File: src/rtl/byte_bus_ctrl.sv
// Byte-serial bus controller: arbitrates the fetch and load/store ports onto an 8-bit RAM/UART
// bus, splitting 1/2/4-byte accesses into little-endian beats with one-cycle read latency.
module byte_bus_ctrl #(
  parameter logic [1:0] IO_SEL = 2'b11
) (
  input  logic        clk,
  input  logic        rst_n,
  input  logic        rdy,
  input  logic        inst_req,
  input  logic [31:0] inst_addr,
  output logic [31:0] inst_data,
  output logic        inst_done,
  input  logic        data_r_req,
  input  logic        data_w_req,
  input  logic [1:0]  data_size,
  input  logic [31:0] data_addr,
  input  logic [31:0] data_w_data,
  output logic [31:0] data_r_data,
  output logic        data_done,
  input  logic [7:0]  mem_din,
  output logic [7:0]  mem_dout,
  output logic [31:0] mem_a,
  output logic        mem_wr,
  input  logic        io_buffer_full
);

  typedef enum logic [1:0] {IDLE, READ, WRITE, DONE} state_t;

  state_t      state;
  logic        from_inst;
  logic [31:0] base;
  logic [31:0] wdata;
  logic [31:0] acc;
  logic [31:0] inst_hold;
  logic [31:0] data_hold;
  logic [31:0] mem_a_q;
  logic [7:0]  dout_q;
  logic [1:0]  last;
  logic [1:0]  beat;
  logic [1:0]  cap;
  logic        addr_valid;
  logic        din_valid;

  logic [1:0]  req_last;
  logic [1:0]  next_beat;
  logic [31:0] word;
  logic        abort;
  logic        stall;
  logic        rd_fin;
  logic        wr_fin;

  assign req_last  = (data_size == 2'd2) ? 2'd3 : data_size;
  assign next_beat = beat + 2'd1;

  // NOTE: every variable assigned in always_comb gets a default first, so no latch is inferred.
  always_comb begin
    word = acc;
    word[{cap, 3'b000} +: 8] = mem_din;
  end

  assign abort  = (state == READ) && from_inst && !inst_req;
  assign stall  = (base[17:16] == IO_SEL) && io_buffer_full;
  assign rd_fin = (state == READ) && din_valid && (cap == last) && !abort;
  assign wr_fin = (state == WRITE) && !stall && (beat == last);

  // The last byte is merged straight from mem_din so the done pulse lands in the capture cycle.
  assign inst_done   = rdy && rd_fin && from_inst;
  assign data_done   = rdy && ((rd_fin && !from_inst) || wr_fin);
  assign inst_data   = inst_done ? word : inst_hold;
  assign data_r_data = (rdy && rd_fin && !from_inst) ? word : data_hold;
  assign mem_wr      = rdy && (state == WRITE) && !stall;
  assign mem_a       = mem_a_q;
  assign mem_dout    = dout_q;

  // NOTE: sequential state uses non-blocking assignments only; reset is synchronous, sampled at the edge.
  always_ff @(posedge clk) begin
    if (!rst_n) begin
      state      <= IDLE;
      from_inst  <= 1'b0;
      base       <= '0;
      wdata      <= '0;
      acc        <= '0;
      inst_hold  <= '0;
      data_hold  <= '0;
      mem_a_q    <= '0;
      dout_q     <= '0;
      last       <= '0;
      beat       <= '0;
      cap        <= '0;
      addr_valid <= 1'b0;
      din_valid  <= 1'b0;
    end else if (!rdy) begin
      // A frozen read loses the byte in flight: rewind the issue pointer to the first uncaptured byte.
      if (state == READ) begin
        din_valid  <= 1'b0;
        addr_valid <= 1'b1;
        beat       <= cap;
        mem_a_q    <= base + {30'd0, cap};
      end
    end else begin
      case (state)
        IDLE: begin
          if (data_w_req) begin
            state     <= WRITE;
            from_inst <= 1'b0;
            base      <= data_addr;
            last      <= req_last;
            wdata     <= data_w_data;
            beat      <= 2'd0;
            mem_a_q   <= data_addr;
            dout_q    <= data_w_data[7:0];
          end else if (data_r_req || inst_req) begin
            state      <= READ;
            from_inst  <= !data_r_req;
            base       <= data_r_req ? data_addr : inst_addr;
            mem_a_q    <= data_r_req ? data_addr : inst_addr;
            last       <= data_r_req ? req_last : 2'd3;
            beat       <= 2'd0;
            cap        <= 2'd0;
            acc        <= '0;
            addr_valid <= 1'b1;
            din_valid  <= 1'b0;
          end
        end
        READ: begin
          if (abort) begin
            state <= IDLE;
          end else begin
            din_valid <= addr_valid;
            if (addr_valid) begin
              if (beat == last) begin
                addr_valid <= 1'b0;
              end else begin
                beat    <= next_beat;
                mem_a_q <= base + {30'd0, next_beat};
              end
            end
            if (din_valid) begin
              acc <= word;
              cap <= cap + 2'd1;
            end
            if (rd_fin) begin
              state <= DONE;
              if (from_inst) inst_hold <= word;
              else           data_hold <= word;
            end
          end
        end
        WRITE: begin
          if (!stall) begin
            if (beat == last) begin
              state <= DONE;
            end else begin
              beat    <= next_beat;
              mem_a_q <= base + {30'd0, next_beat};
              dout_q  <= wdata[{next_beat, 3'b000} +: 8];
            end
          end
        end
        DONE:    state <= IDLE;
        default: state <= IDLE;
      endcase
    end
  end

endmodule
File: config.mk
export PLATFORM = sky130hd
export DESIGN_NAME = byte_bus_ctrl
export DESIGN_NICKNAME = d
export VERILOG_FILES = /design/src/rtl/byte_bus_ctrl.sv
export SDC_FILE = /design/constraint.sdc
export NUM_CORES = 1
export LEC_CHECK = 0
export CORE_AREA = 2 2 157 159
export CTS_CLUSTER_SIZE = 25
export DETAILED_ROUTE_END_ITERATION = 6
export DIE_AREA = 0 0 159 161
export PLACE_DENSITY = 0.72
export REMOVE_ABC_BUFFERS = 1
export SLEW_MARGIN = 20
export SYNTH_ARGS = -nofsm -noshare
export SYNTH_HDL_FRONTEND = slang
export SYNTH_SLANG_ARGS = --single-unit
File: constraint.sdc
create_clock -name clk -period 3.7 [get_ports clk]
set_clock_uncertainty 0.05 [all_clocks]
set_input_delay 0.555 -clock clk [delete_from_list [all_inputs] [get_ports clk]]
set_output_delay 0.555 -clock clk [all_outputs]
set_load 0.02 [all_outputs]
==> impl_metrics.tcl, run 1 <==
set metrics [dict create \
    status "completed" \
    r2r_start "base[3]$_SDFFE_PN0P_" \
    grt_overflow 0 \
    crit_fanout 35 \
    cts.sinks 211 \
    drt_pre_antenna_iters 6 \
    start_util_pct 44.4 \
    synth_ff_type "dfxtp_1" \
    via_per_inst 5.59 \
    fp-row-count 57 \
    finalSetupViolCount 0 \
    yosysWarnings 0 \
    synth_edf_count 0 \
    synth_top_area_share_pct 39.7 \
    grt_pass1_wl_um 51100 \
    first_iter_violations 673 \
    p_per_area_nw_per_um2 469 \
    place.gp.congestion 0.924 \
    yosys_register_bits 211 \
    cp-start-kind "flip-flop" \
    arrival_ps 2940 \
    hpwl_um 21900 \
    clock_latency_ps 520 \
    grt_antenna_before_repair 0 \
    drt-total-wl_um 32000 \
    netlist_area_um2 10600 \
    postRouteAntennaNets 0 \
    cp-end-kind "output port" \
    drc_errors 0 \
    drv_cap 0 \
    final-hold-violation-count 0 \
    synth_cell_types 59 \
    area_growth_pct 31.1 \
    hold-path-cell-count 2 \
    io_pins 220 \
    clk_pin_slew_worst_paths_ps 60 \
    drv_slew 0 \
    rr_worst_depth 6 \
    final_nets 1634 \
    via_count 10300 \
    die_h_um 161 \
    layout-drive-gt1-share_pct 7.77 \
    worstPathRequired_ps 3090 \
    first_global_vias 9679 \
    num_antenna_cells 0 \
    syn_avg_cell_area_um2 7.96 \
    grt_usage_pct 24.1 \
    cts_buffer_depth 3 \
    slew_headroom_pct 29.0 \
    dpl_cell_area_um2 13200 \
    rrSetupSlack_ps 720 \
    hold_ws_ps 404 \
    async_flop_share_pct 0 \
    p_leak_uw 0.00514 \
    wl_per_cell_um 17.3 \
    peakVddDrop_mv 0.308 \
    cts.hold.buffers_added 0 \
    critPathKind "flip-flop to output port" \
    worstHoldEndpoint "wdata[22]$_SDFFE_PN0P_" \
    fin_crit_ps 3550 \
    portBuffers 219 \
    netlist_top_cells_area "dfxtp_1 40%, a21oi_1 9.3%, a211oi_1 7.8%" \
    postSynthCellCount 1336 \
    min-delay-start "wdata[22]$_SDFFE_PN0P_" \
    die-area_um2 25600 \
    tightest_slew_ps 1060 \
    ys_seq_area_share_pct 39.7 \
    coreArea_um2 24000 \
    reg2reg_to "mem_a[19]$_SDFFE_PN0P_" \
    yosys.area.top_type "dfxtp_1" \
    period_share_pct 95.9 \
    clock.fmax_mhz 282 \
    min_path_type "flip-flop to flip-flop" \
    die_w_um 159 \
    fin_area_um2 13900 \
    htreeDepth 1 \
    cts-root-buf "clkbuf_16" \
    finish.utilization_pct 58.2 \
    cts_tree "yes" \
    grt_max_degree 91 \
    numCtsBuffers 23 \
]
## worst max-delay path by stage
stage,startpoint,end,slack [ps],cells after the start
6_report,state[1]$_SDFFE_PN0P_,data_r_data[10],150,9
5_1_grt,state[1]$_SDFFE_PN0P_,inst_data[29],-5,10
4_1_cts,state[1]$_SDFFE_PN0P_,data_done,10,9
3_5_place_dp,rdy,data_r_data[3],190,8
3_3_place_gp,rdy,data_r_data[14],210,8
2_1_floorplan,state[1]$_SDFFE_PN0P_,inst_data[0],-2300,7
## sequential cells by signal, summed over array words and instances (netlist names)
name and cells:
acc 32, addr_valid 1, base 32, beat 2
cap 2, data_hold 32, din_valid 1, from_inst 1
inst_hold 32, last 2, mem_a 32, mem_dout 8
state 2, wdata 32
## kinds of logic (layout without fill, tap and decap cells)
kind of cell / after synthesis / count (layout) / share of synthesized area (%)
DFF: 211 / 211 / 39.7
adders and majority gates: 16 / 16 / 2.02
and+or+nand+nor: 481 / 481 / 21.0
xor gates and xnor gates: 38 / 38 / 3.13
muxes: 51 / 51 / 5.77
buffers and inverters: 136 / 319 / 5.00
AOI/OAI and AO/OA: 403 / 403 / 23.4
## stage by stage
stage	TNS, ps	power [uW]	setup slack (ps)	cells
finish	0	6540	152	1843
global route	-4.75	6850	-4.75	1843
CTS	0	6580	12.0	1841
detailed placement	0	4180	188	1801
global placement	0	4150	206	1801
floorplan	-304110	3520	-2300	1221
## cells in the mapped netlist (4+ instances only)
library cell    n
nand2_1       115
or3_1           9
o211ai_1        4
nor2_1        182
dfxtp_1       211
a21oi_1       198
o21ai_0        32
clkbuf_1       87
inv_1          20
ha_1           14
nand3_1        21
or4_1           4
a221oi_1        4
mux2i_1        41
o221ai_1        6
xnor2_1        17
xor2_1         21
nor2b_1        36
buf_2          17
buf_1          11
a211o_1         4
a22o_1          7
and3_1          6
nor4_1         13
o22ai_1        10
nand4_1        20
nor3_1         55
a211oi_1      110
a31oi_1         5
mux4_2          8
## report_power, final
part / switching [uW] / internal [uW]
registers: 178 / 2450
logic: 871 / 643
clock network: 942 / 1460
## final cells by class
cell class                 count  area, um2
clock buffer                  31        666
clock inverter                 8        121
fill                        2277      10000
inverter                      21       83.8
multi-input combinational    989       5920
sequential                   211       4220
tap                          324        405
timing repair buffer         259       2520
## timing repair
item / 4_1_cts / 5_1_grt
endpoints found under the setup margin: 64 / 66
buffers inserted: 0 / 1
pin swaps: 0 / 1
cloned: 1 / 1
gates resized for setup: 64 / 48
endpoints found under the hold margin: 0 / 0
## metal layers
layer  vias to the layer above  GRT usage, %  part of all wire, %
li1                       5140             -                    -
met1                      4783          30.8                   43
met2                       328          41.8                   48
met3                        59          3.78                  5.9
met4                         0          7.73                  2.5
met5                         -             0                    0
## layout by cell type (no fill, tap or decap), types with 18 or more instances in the layout
| cell | instances |
|---|---|
| xor2_1 | 21 |
| clkbuf_16 | 24 |
| o21ai_0 | 32 |
| nor2_1 | 179 |
| mux2i_1 | 41 |
| dlygate4sd2_1 | 32 |
| buf_4 | 31 |
| inv_1 | 18 |
| nor2b_1 | 36 |
| clkdlybuf4s15_1 | 19 |
| nand3_1 | 21 |
| dfxtp_1 | 211 |
| a211oi_1 | 110 |
| nand2_1 | 115 |
| nand4_1 | 20 |
| a21oi_1 | 197 |
| clkdlybuf4s50_1 | 153 |
| nor3_1 | 55 |
## worst max-delay path: stages (launching register included)
cell and delay, ps:
dfxtp_1 340, inv_2 100, ha_1 170, nand2_1 80
or3_1 380, or2_2 350, nor2_4 200, bufbuf_16 370
a21oi_1 80, dlygate4sd2_1 340
(Power assumes the default switching activity.)
==> run 2: changes to the inputs <==
ABC_AREA = 1   (was default)
CORE_AREA = 2 2 166 168   (was 2 2 157 159)
DIE_AREA = 0 0 168 170   (was 0 0 159 161)
GPL_TIMING_DRIVEN = 0   (was default)
PLACE_DENSITY = 0.7   (was 0.72)
==> impl_metrics.tcl, run 2 <==
set metrics [dict create \
    status "completed" \
    grt_antenna_before_repair 0 \
    async_flop_share_pct 0 \
    num_antenna_cells 0 \
    die-area_um2 28600 \
    crit_fanout 15 \
    yosysMostFrequentCell "nand2_1" \
    multi_input_area_um2 6370 \
    peakVddDrop_mv 0.246 \
    dp_cells 2307 \
    synth_top_area_share_pct 35.7 \
    period_share_pct 96.1 \
    place.gp.congestion 0.874 \
    final_common_cell "nand2_1" \
    fp-row-count 60 \
    netlist_area_um2 11800 \
    hpwl_um 23600 \
    critPathKind "flip-flop to output port" \
    crit_chain "inv_2 > ha_1 > inv_1 > nand3_2 > o22ai_2 > nor2_1 > nor2_1 > clkdlybuf4s50_1" \
    cp-end-kind "output port" \
    setup_tns_ps 0 \
    numCtsBuffers 24 \
    drc_errors 0 \
    critical_path.most_common_cell "nor2_1" \
    grt_overflow 0 \
    drt_pre_antenna_iters 5 \
    syn_avg_cell_area_um2 6.46 \
    postRouteAntennaNets 0 \
    final_cells 2361 \
    rsz0062_at_grt "yes" \
    cts-root-buf "clkbuf_16" \
    ys_seq_area_share_pct 35.7 \
    cts_tree "yes" \
    grt_pass1_wl_um 57100 \
    clk_pin_slew_worst_paths_ps 60 \
    cts_buffer_depth 3 \
    htreeDepth 1 \
    drv_slew 0 \
    hold-path-cell-count 2 \
    worstPathRequired_ps 3090 \
    crit_cells 8 \
    area_growth_pct 28.8 \
    synth_ff_type "dfxtp_1" \
    first_iter_violations 843 \
    p_per_area_nw_per_um2 474 \
    wl_per_cell_um 15.1 \
    cts.sinks 211 \
    portBuffers 219 \
    postSynthCellCount 1832 \
    via_per_inst 5.20 \
    p_leak_uw 0.00669 \
    clock_latency_ps 520 \
    yosys_register_bits 211 \
    cp-start-kind "flip-flop" \
    grt_usage_pct 24.1 \
    rr_worst_depth 10 \
    io_pins 220 \
    final_nets 2133 \
    grt_max_degree 90 \
    fillers 2594 \
    cp_slowest_cell "clkdlybuf4s50_1" \
    max_stage_delay_ps 610 \
    min_path_type "flip-flop to flip-flop" \
    slew_headroom_pct 45.2 \
    ys_top_cells_by_count "378 x nand2_1, 273 x nor2_1, 213 x inv_1, 211 x dfxtp_1, 148 x a21oi_1" \
    final_cell_mix "376 x nand2_1, 266 x nor2_1, 210 x inv_1" \
    worst-path-buf-inv 3 \
    die_h_um 170 \
    fin_crit_ps 3550 \
    yosys.area.top_type "dfxtp_1" \
    seqCellArea_um2 4230 \
    start_util_pct 44.4 \
    synth_cell_types 41 \
    cp_top_family "buffers and inverters" \
    layout-drive-gt1-share_pct 10.4 \
    drt-total-wl_um 35700 \
    finalSetupViolCount 0 \
    arrival_ps 2950 \
    first_global_vias 11500 \
    tightest_slew_ps 821 \
    clock.fmax_mhz 281 \
    drv_cap 0 \
    coreArea_um2 26700 \
    via_count 12300 \
    synth_edf_count 0 \
    yosysWarnings 0 \
    netlist_top_cells_area "dfxtp_1 36%, nand2_1 12%, nor2_1 8.7%" \
    final-hold-violation-count 0 \
    die_w_um 168 \
]
## run 2: metrics by stage
step	util [%]	instance area (um2)	hold slack [ps]	total power (uW)	setup WS, ps
after CTS	56.8	15100	407	7260	-34.4
after global placement	52.8	14100	386	4620	-4040
after detailed placement	53.4	14200	392	4670	-1230
after global routing	57.2	15300	424	7610	-36.1
final	57.2	15300	407	7240	145
after floorplan	-	11400	374	3850	-480
## run 2: path summary, 6_finish.rpt
path | start | endpoint | slack, ps
setup / recovery | cap[0]$_SDFFE_PN0P_ | inst_data[24] | 150
hold / removal | wdata[25]$_SDFFE_PN0P_ | wdata[25]$_SDFFE_PN0P_ | 410
setup reg to reg | state[0]$_SDFFE_PN0P_ | mem_a[6]$_SDFFE_PN0P_ | 290
hold reg to reg | wdata[25]$_SDFFE_PN0P_ | wdata[25]$_SDFFE_PN0P_ | 410
## run 2: cell type report
cell class / instances / share of cell area, %
sequential: 211 / 27.7
inverter: 266 / 6.66
clock inverter: 9 / 0.951
multi-input combinational: 1265 / 41.7
clock buffer: 33 / 4.49
tap: 341 / 2.80
timing repair buffer: 236 / 15.6
## run 2: what timing repair did
action | CTS | global route
pin swaps | 3 | 0
gates resized for setup | 70 | 42
endpoints found under the setup margin | 124 | 99
setup buffers | 5 | 3
hold buffers | 0 | 0
cloned | 2 | 2
## run 2: tightest hold or removal path: cells and delay by family (launching register included)
| family | cells | cell delay, ps |
|---|---|---|
| compound gates | 1 | 50 |
| buf+inv | 1 | 60 |
| flops | 1 | 300 |
## run 2: report_power, final
group          internal (uW)  leakage (uW)  switching [uW]
clock                   1570      0.000412             965
combinational            744       0.00456            1260
sequential              2490       0.00172             212
total                   4800       0.00669            2430
## run 2: per-layer routing
| metal | GRT usage [%] | vias to the layer above | wire length (um) |
|---|---|---|---|
| met4 | 7.52 | 0 | 931 |
| li1 | - | 6205 | - |
| met2 | 42.0 | 418 | 16700 |
| met1 | 30.7 | 5595 | 15700 |
| met3 | 3.74 | 64 | 2310 |
| met5 | 0 | - | 0 |
## run 2: cell families after synthesis
kind of cell / synth area share, %
fa+ha+maj: 1.82
simple gates: 32.7
mux: 2.09
xor+xnor: 0.962
compound gates: 15.0
flops: 35.7
buf+inv: 11.8
==> run 3: changes to the inputs <==
CTS_CLUSTER_SIZE = 20   (was 25)
==> impl_metrics.tcl, run 3 (synthesis results as in run 2) <==
set metrics [dict create \
    busiest_layer "met2" \
    htreeDepth 1 \
    drv_slew 0 \
    slew_headroom_pct 45.3 \
    p_leak_uw 0.00682 \
    cts-root-buf "clkbuf_16" \
    drc_errors 0 \
    num_antenna_cells 0 \
    rsz0062_at_grt "no" \
    die-area_um2 28600 \
    fin_ws_ps 179 \
    rrSetupSlack_ps 310 \
    cts.sinks 211 \
    die_w_um 168 \
    final-hold-violation-count 0 \
    cts_tree "yes" \
    finalSetupViolCount 0 \
    cp-end-kind "output port" \
    power_uw 7230 \
    met2_usage_pct 41.3 \
    grt_usage_pct 23.8 \
    hold-path-cell-count 2 \
    clock.fmax_mhz 284 \
    cp_slowest_cell "buf_2" \
    grtUsageMet1_pct 30.5 \
    peakVddDrop_mv 0.302 \
    portBuffers 219 \
    io_pins 220 \
    cp_top_family "buffers and inverters" \
    fp-row-count 60 \
    rr_worst_depth 10 \
    first_iter_violations 875 \
    r2r_start "state[0]$_SDFFE_PN0P_" \
    critPathKind "primary input to output port" \
    setup_tns_ps 0 \
    wl_per_cell_um 15.2 \
    worstHoldEndpoint "wdata[25]$_SDFFE_PN0P_" \
    cts.hold.buffers_added 0 \
    reg2reg_to "mem_a[6]$_SDFFE_PN0P_" \
    grt_antenna_before_repair 0 \
    crit_fanout 45 \
    max_stage_delay_ps 460 \
    start_util_pct 44.4 \
    fin_area_um2 15200 \
    clk_pin_slew_worst_paths_ps 60 \
    dp_slack_ps -1230 \
    status "completed" \
    arrival_ps 2920 \
    crit_chain "buf_2 > inv_4 > nor2_2 > nand3_4 > buf_12 > nand2_1 > inv_2 > nor2_1 > dlygate4sd2_1" \
    min_path_type "flip-flop to flip-flop" \
    grt_overflow 0 \
    drt_pre_antenna_iters 7 \
    final_common_cell "nand2_1" \
    coreArea_um2 26700 \
    cts_buffer_depth 3 \
    worst-path-buf-inv 5 \
    fin_crit_ps 3520 \
    via_per_inst 5.21 \
    min-delay-start "wdata[25]$_SDFFE_PN0P_" \
    clock_latency_ps 520 \
    via_count 12300 \
    worstPathRequired_ps 3090 \
    grt_pass1_wl_um 56500 \
    place.gp.congestion 0.874 \
    area_growth_pct 28.8 \
    drt-total-wl_um 35900 \
    period_share_pct 95.2 \
    p_per_area_nw_per_um2 474 \
    use_met3_pct 3.72 \
    first_global_vias 11500 \
    grt_max_degree 90 \
    cp-start-kind "primary input" \
    die_h_um 170 \
    final_nets 2138 \
    postRouteAntennaNets 0 \
    hpwl_um 23600 \
    tightest_slew_ps 819 \
    final_cell_mix "376 x nand2_1, 263 x nor2_1, 211 x inv_1" \
    layout-drive-gt1-share_pct 11.4 \
    numCtsBuffers 24 \
    drv_cap 0 \
    dpl_cell_area_um2 14200 \
]
-- run 3: cell count changes in the layout (fill, tap and decap cells not counted), moves of 3 or more --
cell             delta
dlygate4sd2_1      -17
clkbuf_2           +16
dlymetal6s2s_1     +10
clkdlybuf4s50_1     -9
buf_4               +4
nor2_1              -3
nor2_2              +3
-- run 3: worst max-delay path by stage --
stage,start,depth (start not counted),end,slack (ps)
2_1_floorplan,state[1]$_SDFFE_PN0P_,6,data_done,-480
3_3_place_gp,rst_n,3,base[22]$_SDFFE_PN0P_,-4040
3_5_place_dp,rdy,9,data_r_data[21],-1230
4_1_cts,state[1]$_SDFFE_PN0P_,10,inst_done,3
5_1_grt,cap[1]$_SDFFE_PN0P_,8,inst_data[4],3
6_report,rdy,9,data_r_data[20],180
-- run 3: repair_timing --
item                                    CTS  global route
pin swaps                                 3             0
setup buffers                             4             8
gates cloned                              0             5
resized for setup                        69            84
endpoints found under the setup margin  124           100
-- run 3: cell type report --
| cell class | instances | area, um2 |
|---|---|---|
| clock buffers | 34 | 689 |
| clock inverters | 8 | 143 |
| fillers | 2579 | 11400 |
| inverters | 266 | 1020 |
| multi-input cells | 1265 | 6360 |
| flip-flops and latches | 211 | 4230 |
| well taps | 341 | 427 |
| repair buffers | 241 | 2380 |
-- run 3: through the flow --
step / instances / utilization [%] / hold WS [ps]
4_1_cts: 2353 / 56.6 / 407
6_report: 2366 / 57.2 / 406
2_1_floorplan: 1741 / - / 374
5_1_grt: 2366 / 57.2 / 424
3_3_place_gp: 2301 / 52.8 / 386
3_5_place_dp: 2307 / 53.4 / 392
-- run 3: power breakdown --
group / internal [uW] / switching, uW
combinational: 738 / 1260
sequential: 2490 / 209
clock: 1570 / 957
-- run 3: routing by layer --
| layer | vias to the layer above | share of wire (%) |
|---|---|---|
| li1 | 6210 | - |
| met1 | 5639 | 44 |
| met2 | 424 | 48 |
| met3 | 52 | 6.3 |
| met4 | 0 | 2.2 |
| met5 | - | 0 |
-- run 3: worst min-delay path, cell delays in order (launching register included) --
cell and delay, ps:
dfxtp_1 300, inv_1 60, a21oi_1 50
